[src/rtl/note_tone_gen.sv]
// Multi-channel square-wave tone generator: note/octave requests are turned
// into half-periods by a table lookup and a bit-serial restoring divider.
`timescale 1ns/1ps
module note_tone_gen #(
  parameter  int CLK_FREQ = 50000000,
  parameter  int CHANNELS = 2,
  parameter  int DIV_W    = 22,
  localparam int CH_W     = (CHANNELS > 1) ? $clog2(CHANNELS) : 1,
  localparam int DVD_W    = $clog2(CLK_FREQ * 8 + 1)
) (
  input  logic                clock,
  input  logic                resetn,
  input  logic                req_valid,
  output logic                req_ready,
  input  logic [CH_W-1:0]     req_chan,
  input  logic [3:0]          req_note,
  input  logic [3:0]          req_octave,
  input  logic                req_off,
  output logic                done,
  output logic                done_err,
  output logic [DIV_W-1:0]    done_period,
  output logic [CHANNELS-1:0] tone_out
);

  localparam int CNT_W = $clog2(DVD_W);
  localparam int QW    = (DVD_W > DIV_W) ? DVD_W : DIV_W;

  localparam logic [DVD_W-1:0] DIVIDEND = DVD_W'(CLK_FREQ * 8);
  localparam logic [QW-1:0]    PER_MAX  =
    QW'((65'd1 << DIV_W) - 65'd1);

  typedef enum logic [1:0] {
    S_IDLE,
    S_LOOKUP,
    S_DIVIDE,
    S_WRITE
  } state_t;

  state_t state_q;
  state_t state_d;

  logic [CH_W-1:0]  chan_q;
  logic [3:0]       note_q;
  logic [3:0]       oct_q;
  logic             off_q;

  logic             err_q;
  logic             zero_q;
  logic             wr_ok_q;

  logic [16:0]      dvs_q;
  logic [16:0]      rem_q;
  logic [DVD_W-1:0] quo_q;
  logic [CNT_W-1:0] bit_q;

  logic             ready_q;
  logic             done_q;
  logic             done_err_q;
  logic [DIV_W-1:0] done_per_q;

  logic [DIV_W-1:0]    half_q [CHANNELS];
  logic [DIV_W-1:0]    cnt_q  [CHANNELS];
  logic [CHANNELS-1:0] tone_q;

  logic [16:0] lk_base;
  logic [16:0] lk_freq;
  logic [3:0]  lk_top;
  logic [3:0]  lk_lo;
  logic [3:0]  lk_shift;
  logic        lk_oct_ok;
  logic        lk_chan_ok;
  logic        lk_err;
  logic        lk_zero;

  logic [17:0] dv_trial;
  logic [16:0] dv_diff;
  logic        dv_ge;
  logic [16:0] dv_rem;

  logic [QW-1:0]       quo_ext;
  logic [DIV_W-1:0]    wr_val;
  logic [CHANNELS-1:0] wr_sel;
  logic                accept;

  assign accept = req_valid && ready_q;

  // Octave-top frequencies in Hz x16; C tops out one octave higher.
  always_comb begin
    lk_base = '0;
    case (note_q)
      4'd0:    lk_base = 17'd56320;
      4'd1:    lk_base = 17'd59669;
      4'd2:    lk_base = 17'd63217;
      4'd3:    lk_base = 17'd66976;
      4'd4:    lk_base = 17'd35479;
      4'd5:    lk_base = 17'd37589;
      4'd6:    lk_base = 17'd39824;
      4'd7:    lk_base = 17'd42192;
      4'd8:    lk_base = 17'd44701;
      4'd9:    lk_base = 17'd47359;
      4'd10:   lk_base = 17'd50175;
      4'd11:   lk_base = 17'd53159;
      default: lk_base = '0;
    endcase
    lk_top     = (note_q == 4'd3) ? 4'd8 : 4'd7;
    lk_lo      = (note_q < 4'd3) ? 4'd0 : 4'd1;
    lk_oct_ok  = (note_q < 4'd12)
              && (oct_q >= lk_lo)
              && (oct_q <= lk_top);
    lk_shift   = lk_top - oct_q;
    lk_freq    = lk_base >> lk_shift;
    lk_chan_ok = int'(chan_q) < CHANNELS;
    lk_err     = !lk_chan_ok || (!off_q && !lk_oct_ok);
    lk_zero    = lk_err || off_q;
  end

  always_comb begin
    dv_trial = {rem_q, quo_q[DVD_W-1]};
    dv_ge    = dv_trial >= {1'b0, dvs_q};
    dv_diff  = dv_trial[16:0] - dvs_q;
    dv_rem   = dv_ge ? dv_diff : dv_trial[16:0];
  end

  always_comb begin
    quo_ext = QW'(quo_q);
    wr_val  = '0;
    if (!zero_q) begin
      if (quo_ext > PER_MAX) wr_val = '1;
      else                   wr_val = quo_ext[DIV_W-1:0];
    end
  end

  always_comb begin
    state_d = state_q;
    unique case (state_q)
      S_IDLE:   if (accept) state_d = S_LOOKUP;
      S_LOOKUP: state_d = lk_zero ? S_WRITE : S_DIVIDE;
      S_DIVIDE: begin
        if (bit_q == CNT_W'(DVD_W - 1)) state_d = S_WRITE;
      end
      S_WRITE:  state_d = S_IDLE;
      default:  state_d = S_IDLE;
    endcase
  end

  always_ff @(posedge clock or negedge resetn) begin
    if (!resetn) state_q <= S_IDLE;
    else         state_q <= state_d;
  end

  always_ff @(posedge clock or negedge resetn) begin
    if (!resetn) begin
      chan_q     <= '0;
      note_q     <= '0;
      oct_q      <= '0;
      off_q      <= 1'b0;
      err_q      <= 1'b0;
      zero_q     <= 1'b0;
      wr_ok_q    <= 1'b0;
      dvs_q      <= '0;
      rem_q      <= '0;
      quo_q      <= '0;
      bit_q      <= '0;
      ready_q    <= 1'b1;
      done_q     <= 1'b0;
      done_err_q <= 1'b0;
      done_per_q <= '0;
    end else begin
      done_q <= 1'b0;
      unique case (state_q)
        S_IDLE: begin
          // Ready returns one cycle after the done pulse.
          if (done_q) ready_q <= 1'b1;
          if (accept) begin
            chan_q  <= req_chan;
            note_q  <= req_note;
            oct_q   <= req_octave;
            off_q   <= req_off;
            ready_q <= 1'b0;
          end
        end
        S_LOOKUP: begin
          err_q   <= lk_err;
          zero_q  <= lk_zero;
          wr_ok_q <= lk_chan_ok;
          dvs_q   <= lk_freq;
          rem_q   <= '0;
          quo_q   <= DIVIDEND;
          bit_q   <= '0;
        end
        S_DIVIDE: begin
          rem_q <= dv_rem;
          quo_q <= {quo_q[DVD_W-2:0], dv_ge};
          bit_q <= bit_q + CNT_W'(1);
        end
        S_WRITE: begin
          done_q     <= 1'b1;
          done_err_q <= err_q;
          done_per_q <= wr_val;
        end
        default: ;
      endcase
    end
  end

  always_comb begin
    wr_sel = '0;
    for (int i = 0; i < CHANNELS; i++) begin
      wr_sel[i] = (state_q == S_WRITE)
               && wr_ok_q
               && (chan_q == CH_W'(i));
    end
  end

  always_ff @(posedge clock or negedge resetn) begin
    if (!resetn) begin
      for (int i = 0; i < CHANNELS; i++) begin
        half_q[i] <= '0;
        cnt_q[i]  <= '0;
      end
      tone_q <= '0;
    end else begin
      for (int i = 0; i < CHANNELS; i++) begin
        if (wr_sel[i]) begin
          half_q[i] <= wr_val;
          cnt_q[i]  <= '0;
          tone_q[i] <= 1'b0;
        end else if (half_q[i] == '0) begin
          cnt_q[i]  <= '0;
          tone_q[i] <= 1'b0;
        end else if (cnt_q[i] == half_q[i] - DIV_W'(1)) begin
          cnt_q[i]  <= '0;
          tone_q[i] <= ~tone_q[i];
        end else begin
          cnt_q[i] <= cnt_q[i] + DIV_W'(1);
        end
      end
    end
  end

  assign req_ready   = ready_q;
  assign done        = done_q;
  assign done_err    = done_err_q;
  assign done_period = done_per_q;
  assign tone_out    = tone_q;

endmodule

[config.mk]
export PLATFORM = sky130hd
export DESIGN_NAME = note_tone_gen
export DESIGN_NICKNAME = d
export VERILOG_FILES = /design/src/rtl/note_tone_gen.sv
export SDC_FILE = /design/constraint.sdc
export NUM_CORES = 1
export LEC_CHECK = 0
export BUFFER_PORTS_ARGS = -buffer_cell sky130_fd_sc_hd__buf_2
export CAP_MARGIN = 20
export CORE_ASPECT_RATIO = 1.1
export CORE_MARGIN = 4
export CORE_UTILIZATION = 40
export CTS_BUF_LIST = sky130_fd_sc_hd__clkbuf_2
export DETAILED_ROUTE_END_ITERATION = 12
export GPL_TIMING_DRIVEN = 1
export PLACE_DENSITY = 0.54
export SLEW_MARGIN = 10
export SYNTH_ARGS = -nofsm -noshare
export SYNTH_HDL_FRONTEND = slang
export SYNTH_SLANG_ARGS = --single-unit
[constraint.sdc]
create_clock -name clock -period 3.9 [get_ports clock]
set_clock_uncertainty 0.1 [all_clocks]
set_input_delay 0.39 -clock clock [delete_from_list [all_inputs] [get_ports clock]]
set_output_delay 0.39 -clock clock [all_outputs]
set_load 0.005 [all_outputs]
After elaboration in Yosys (flattened, before gate mapping). Memory sizes are Yosys's and may differ from the RTL's. Cells that the tools add are included.

Add/sub/neg operators: 7. Multiply operators: 0. Divide/modulo/power cells: 0. Magnitude comparators: 6. Eq/ne operators: 9. Shift-type cells: 1. Multiplexer cells: 27. Bitwise gates (word level): 3. Reduce and logical (&&, ||, !) cells: 20.

Operator list (count): 2-to-1 mux 22 bit (8); one-hot mux 29 bit (2 select lines) (1); adder 22 x 1 -> 22 bit, second input constant (2); == test 22 bit (2); logical NOT 22 bit (2); subtractor 22 x 1 -> 22 bit, second input constant (2); one-hot mux 17 bit (2 select lines) (1); greater-than comparator 29 x 22 -> 1 bit, second input constant (1); greater-or-equal comparator 18 x 17 -> 1 bit (1); 2-to-1 mux 17 bit (1); right shift 17 x 4 -> 17 bit (1); subtractor 17 bit (1); 2-to-1 mux 1 bit (11); one-hot mux 5 bit (2 select lines) (1); one-hot mux 2 bit (4 select lines) (1); logical AND 1 bit (7); AND reduction 2 bit (3); nonzero test 3 bit (2); adder 5 x 1 -> 5 bit, second input constant (1); == test 5 bit, second input constant (1); == test 2 bit, second input constant (2); == test 4 x 2 -> 1 bit, second input constant (1); greater-or-equal comparator 4 x 1 -> 1 bit (1); less-or-equal comparator 4 bit (1); 12 further kinds (18).

Bits in registers: 198. Bits in latches: 0. RAM bits: 0. ROM bits: 272. Input bits: 13. Output and inout port bits: 27. Word-level logic and storage cells: 96. Memories: 1.

Memory list: (no name shown) (words 16, width 17, rd ports 1, clocked after memory_dff 0, write ports 0, RTL line 90) `case (note_q)`.

Longest topological paths before layout.
Depth in word-level cells: 10. Gate-level depth with buffers: 14. Gate-level depth less buffers: 11.

Worst setup path after synthesis. Ideal clock, no wire load.

Path kind: register to register. Start: reg note_q[2]. End: reg dvs_q[6]. Setup time: 0.121 ns. Arrival time: 3.011 ns. Required time: 3.679 ns. Slack: 0.668 ns. Cell stages (with the launch flop): 14. Path buffers: 3. Period minus slack after synthesis: 3.232 ns. Path through: dfrtp_1 buf_1 nor2_1 nand2_1 inv_1 ha_1 fa_1 clkbuf_1 buf_1 mux2i_1 nor2_1 o21ai_0 a21oi_1 o22a_1.

Cells in the longest elaborated chain, start to end: 4. Elaborated cells between the ends (all ways): 5. Those cells by class: add/sub: 1; eq/ne: 1; shift: 1; mux: 1; memory: 1.

Ends and longest elaborated chain: start: declaration (RTL line 43) `logic [3:0] note_q;`; start signal: assignment (RTL line 176) `note_q <= req_note;`; == test 4 x 2 -> 1 bit (RTL line 105) `lk_top = (note_q == 4'd3) ? 4'd8 : 4'd7;`; 2-to-1 mux 4 bit (RTL line 105); subtractor 4 bit (RTL line 110) `lk_shift = lk_top - oct_q;`; right shift 17 x 4 -> 17 bit (*) (RTL line 111) `lk_freq = lk_base >> lk_shift;`; end signal: assignment (RTL line 186) `dvs_q <= lk_freq;`; end: declaration (RTL line 51) `logic [16:0] dvs_q;`.

Mark *: on every way between the ends. The rest lies on a longest branch, timed or not. A chain may end at the register's enable or synchronous reset.

Worst setup path after layout.
Start: reg half_q[23] in the netlist's numbering. End: reg cnt_q[37] in the netlist's numbering.

Cells in the longest elaborated chain, start to end: 5. Elaborated cells between the ends (all ways): 6. Those cells by class: add/sub: 1; eq/ne: 1; mux: 3; reduce/logical: 1.

Ends and longest elaborated chain: start: declaration (RTL line 61) `logic [DIV_W-1:0] half_q [CHANNELS];`; start signal: indexed assignment (RTL line 225) `half_q[i] <= wr_val;`; subtractor 22 x 1 -> 22 bit (RTL line 231) `end else if (cnt_q[i] == half_q[i] - DIV_W'(1)) begin`; == test 22 bit (RTL line 231); 2-to-1 mux 22 bit (RTL line 231); 2-to-1 mux 22 bit (*) (RTL line 228) `end else if (half_q[i] == '0) begin`; 2-to-1 mux 22 bit (*) (RTL line 224) `if (wr_sel[i]) begin`; end signal: indexed assignment (RTL line 235) `cnt_q[i] <= cnt_q[i] + DIV_W'(1);`; end: declaration (RTL line 62) `logic [DIV_W-1:0] cnt_q [CHANNELS];`.

Marked as above.

==> out/qor.csv <==
metric,value,unit
Critical Path AT,4.01,ns
I/O Buffers,39,
status,finished clean,
largest net degree at the start of global routing,108,
number of synthesized register bits,198,
Residual DRC,0,
mean cell area of the mapped netlist,9.05,µm²
placed inst area,12900,µm²
Die Height,192,µm
Synth Flop Type,dfrtp_1,
"most common cell after layout, fill and taps aside",dfrtp_1,
Max-Cap Viols,0,
area of the die,33700,µm²
crit path max fanout,22,
GRT Overall Usage,18.2,%
Final Setup Violations,0,
DRT Pass-1 Iters,5,
DR vias/cell,5.40,
CTS tree,done,
DR vias,9747,
share of layout cells above drive strength 1,10.2,%
Mapped Cells,1364,
Clock Path Buffers,2,
CTS Root Cell,clkbuf_2,
row cnt,67,
Leak,5.69,nW
"Req. time, crit path",4.51,ns
final hold vios,0,
remaining antenna violation count,0,
worst r2r dst,cnt_q[37],
Yosys cell types,82,
first-pass GRT wire length,50600,µm
R2R Setup Slk,0.50,ns
Starting Density,40.5,%
Post-CTS Setup Repair Bufs,0,
hold_ws,0.0367,ns
sequential fraction of the synthesis area,40.2,%
drt total wl,29700,µm
Slew @ Worst Pin,0.937,ns
CTS Buf Count,17,
H-tree Lvls,4,
GPL Wtd Cong,0.884,
fin crit share,87.1,%
"Area growth, synth to finish",8.24,%
"commonest non-fill, non-tap cells in the layout","197 x dfrtp_1, 127 x o21ai_0, 113 x nand2_1",
final core utilization,43.9,%
I/O pin cnt,40,
wire per inst,16.5,µm
Yosys warning count,0,
Hold WC Path Type,input port to async pin,
critical path launch point type,register,
Final Critical Period,3.40,ns
PwrDens,878,nW/µm²
fmax,0.294,GHz
1st-iter DRT viols,564,
vias in the first global route,9670,
unrepaired setup endpoints after global routing,false,
syn nets,1416,
async set-or-reset flop fraction in the synthesized netlist,100,%
grt ovf,0,
worst reg2reg startpoint,half_q[23],
"Power, Total",11.7,mW
hpwl dp,21300,µm
Layout Nets,1428,
Max rail drop VDD,0.470,mV
mapped cell area,12300,µm²
clock latency on the worst-skew pair,0.82,ns
initial antenna violation count,1,
Final Cell Area,13400,µm²
crit end category,register,
Post-synth EDFFs,0,
relative slew slack,37.5,%
core area,30400,µm²
clock slew at reported path FFs,0.34,ns
final setup TNS,0,ns
crit path kind,register to register,
Die W,175,µm
Sink Count,198,
FF-to-FF path depth,10,
fin. max-slew vios,0,
[cell families (layout without fill, tap and decap cells)]
family                   count (synthesis)  after routing  synth area share (%)
buffers and inverters                  185            210                  6.02
XOR/XNOR                               101            101                  7.17
flip-flops                             198            198                  40.2
AO/OA/AOI/OAI                          306            306                  16.1
other                                    0              1                     0
adder cells (fa/ha/maj)                 39             39                  4.08
AND/OR/NAND/NOR                        452            452                  19.4
multiplexers                            83             83                  7.14
[metrics by stage]
stage / worst slack (ns) / std cells
floorplan: 0.668 / 1364
global placement: 0.663 / 1759
detailed placement: 0.536 / 1759
CTS: 0.514 / 1803
global route: 0.162 / 1804
finish: 0.504 / 1804
[registers in the layout (all words and copies together) (netlist names), 2 cells and up]
name,count
rem_q,17
dvs_q,17
done_period,22
state_q,2
bit_q,5
oct_q,4
tone_out,2
half_q,44
note_q,4
quo_ext,29
cnt_q,44
[synth_stat cells, types with 6 or more instances]
library cell	count	area (µm²)
nor2b_1	16	100
nand3b_1	7	52.6
o21ai_0	127	636
nand3_1	50	250
nor4_1	18	113
nor2_1	69	259
mux2i_1	61	611
o21bai_1	6	45.0
inv_1	104	390
mux2_2	19	214
nand2_1	113	424
ha_1	37	463
buf_1	9	33.8
a31oi_1	19	119
nor3_1	63	315
and3_1	10	62.6
o211ai_1	6	45.0
xnor2_1	57	499
and2_1	9	56.3
or3_1	8	50.1
buf_2	8	40.0
dfrtp_1	197	4930
a21o_1	7	52.6
o221ai_1	6	52.6
a21oi_1	33	165
nor4b_1	6	52.6
clkbuf_1	58	218
o31a_1	6	52.6
or4_1	10	75.1
o2bb2ai_1	8	70.1
nand4_1	23	144
o21a_1	8	60.1
o31ai_1	6	45.0
and4_1	9	78.8
nor3b_1	8	60.1
nand2b_1	13	81.3
xor2_1	44	385
o22ai_1	15	93.8
a211oi_1	9	67.6
[layer usage]
| layer | part of all wire [%] | GRT usage, % | wire, µm |
|---|---|---|---|
| met1 | 46 | 23.8 | 13700 |
| met2 | 50 | 32.2 | 15000 |
| met3 | 2.3 | 2.56 | 692 |
| met4 | 1.4 | 4.11 | 404 |
| met5 | 0 | 0 | 0 |
[report_power, final]
| group | internal, mW | switching (mW) |
|---|---|---|
| clock | 0.407 | 0.834 |
| sequential | 2.73 | 0.724 |
| combinational | 2.87 | 4.17 |
[what timing repair did]
action,in CTS,in global routing
hold buffers,12,0
gates resized for setup,0,0
endpoints found under the hold margin,118,0
[worst max-delay path, cell delays in order (launching register included)]
cell and delay, ns:
dfrtp_1 0.50, inv_1 0.07, ha_1 0.21, nor4b_1 0.49, nand3_1 0.28, or4_1 0.55, a211oi_1 0.27, nand4_1 0.17
a2111oi_4 0.24, buf_4 0.31, nor3_1 0.09
[worst max path at each step]
stage,start,to,slack [ns]
finish,half_q[23],cnt_q[37],0.50
global route,half_q[22],tone_out[0],0.16
CTS,half_q[22],cnt_q[35],0.51
detailed placement,half_q[22],cnt_q[35],0.54
global placement,half_q[22],tone_out[0],0.66
floorplan,note_q[2],dvs_q[6],0.67
[cell type report]
cell class | count | area, µm²
Sequential cell | 198 | 4960
Clock buffer | 17 | 85.1
Clock inverter | 15 | 235
Fill cell | 3013 | 17100
Tap cell | 414 | 518
Inverter | 104 | 390
Multi-Input combinational cell | 981 | 6650
Timing Repair Buffer | 74 | 522
Antenna cell | 1 | 2.50
Note: power is estimated with default switching activity, not from simulation.
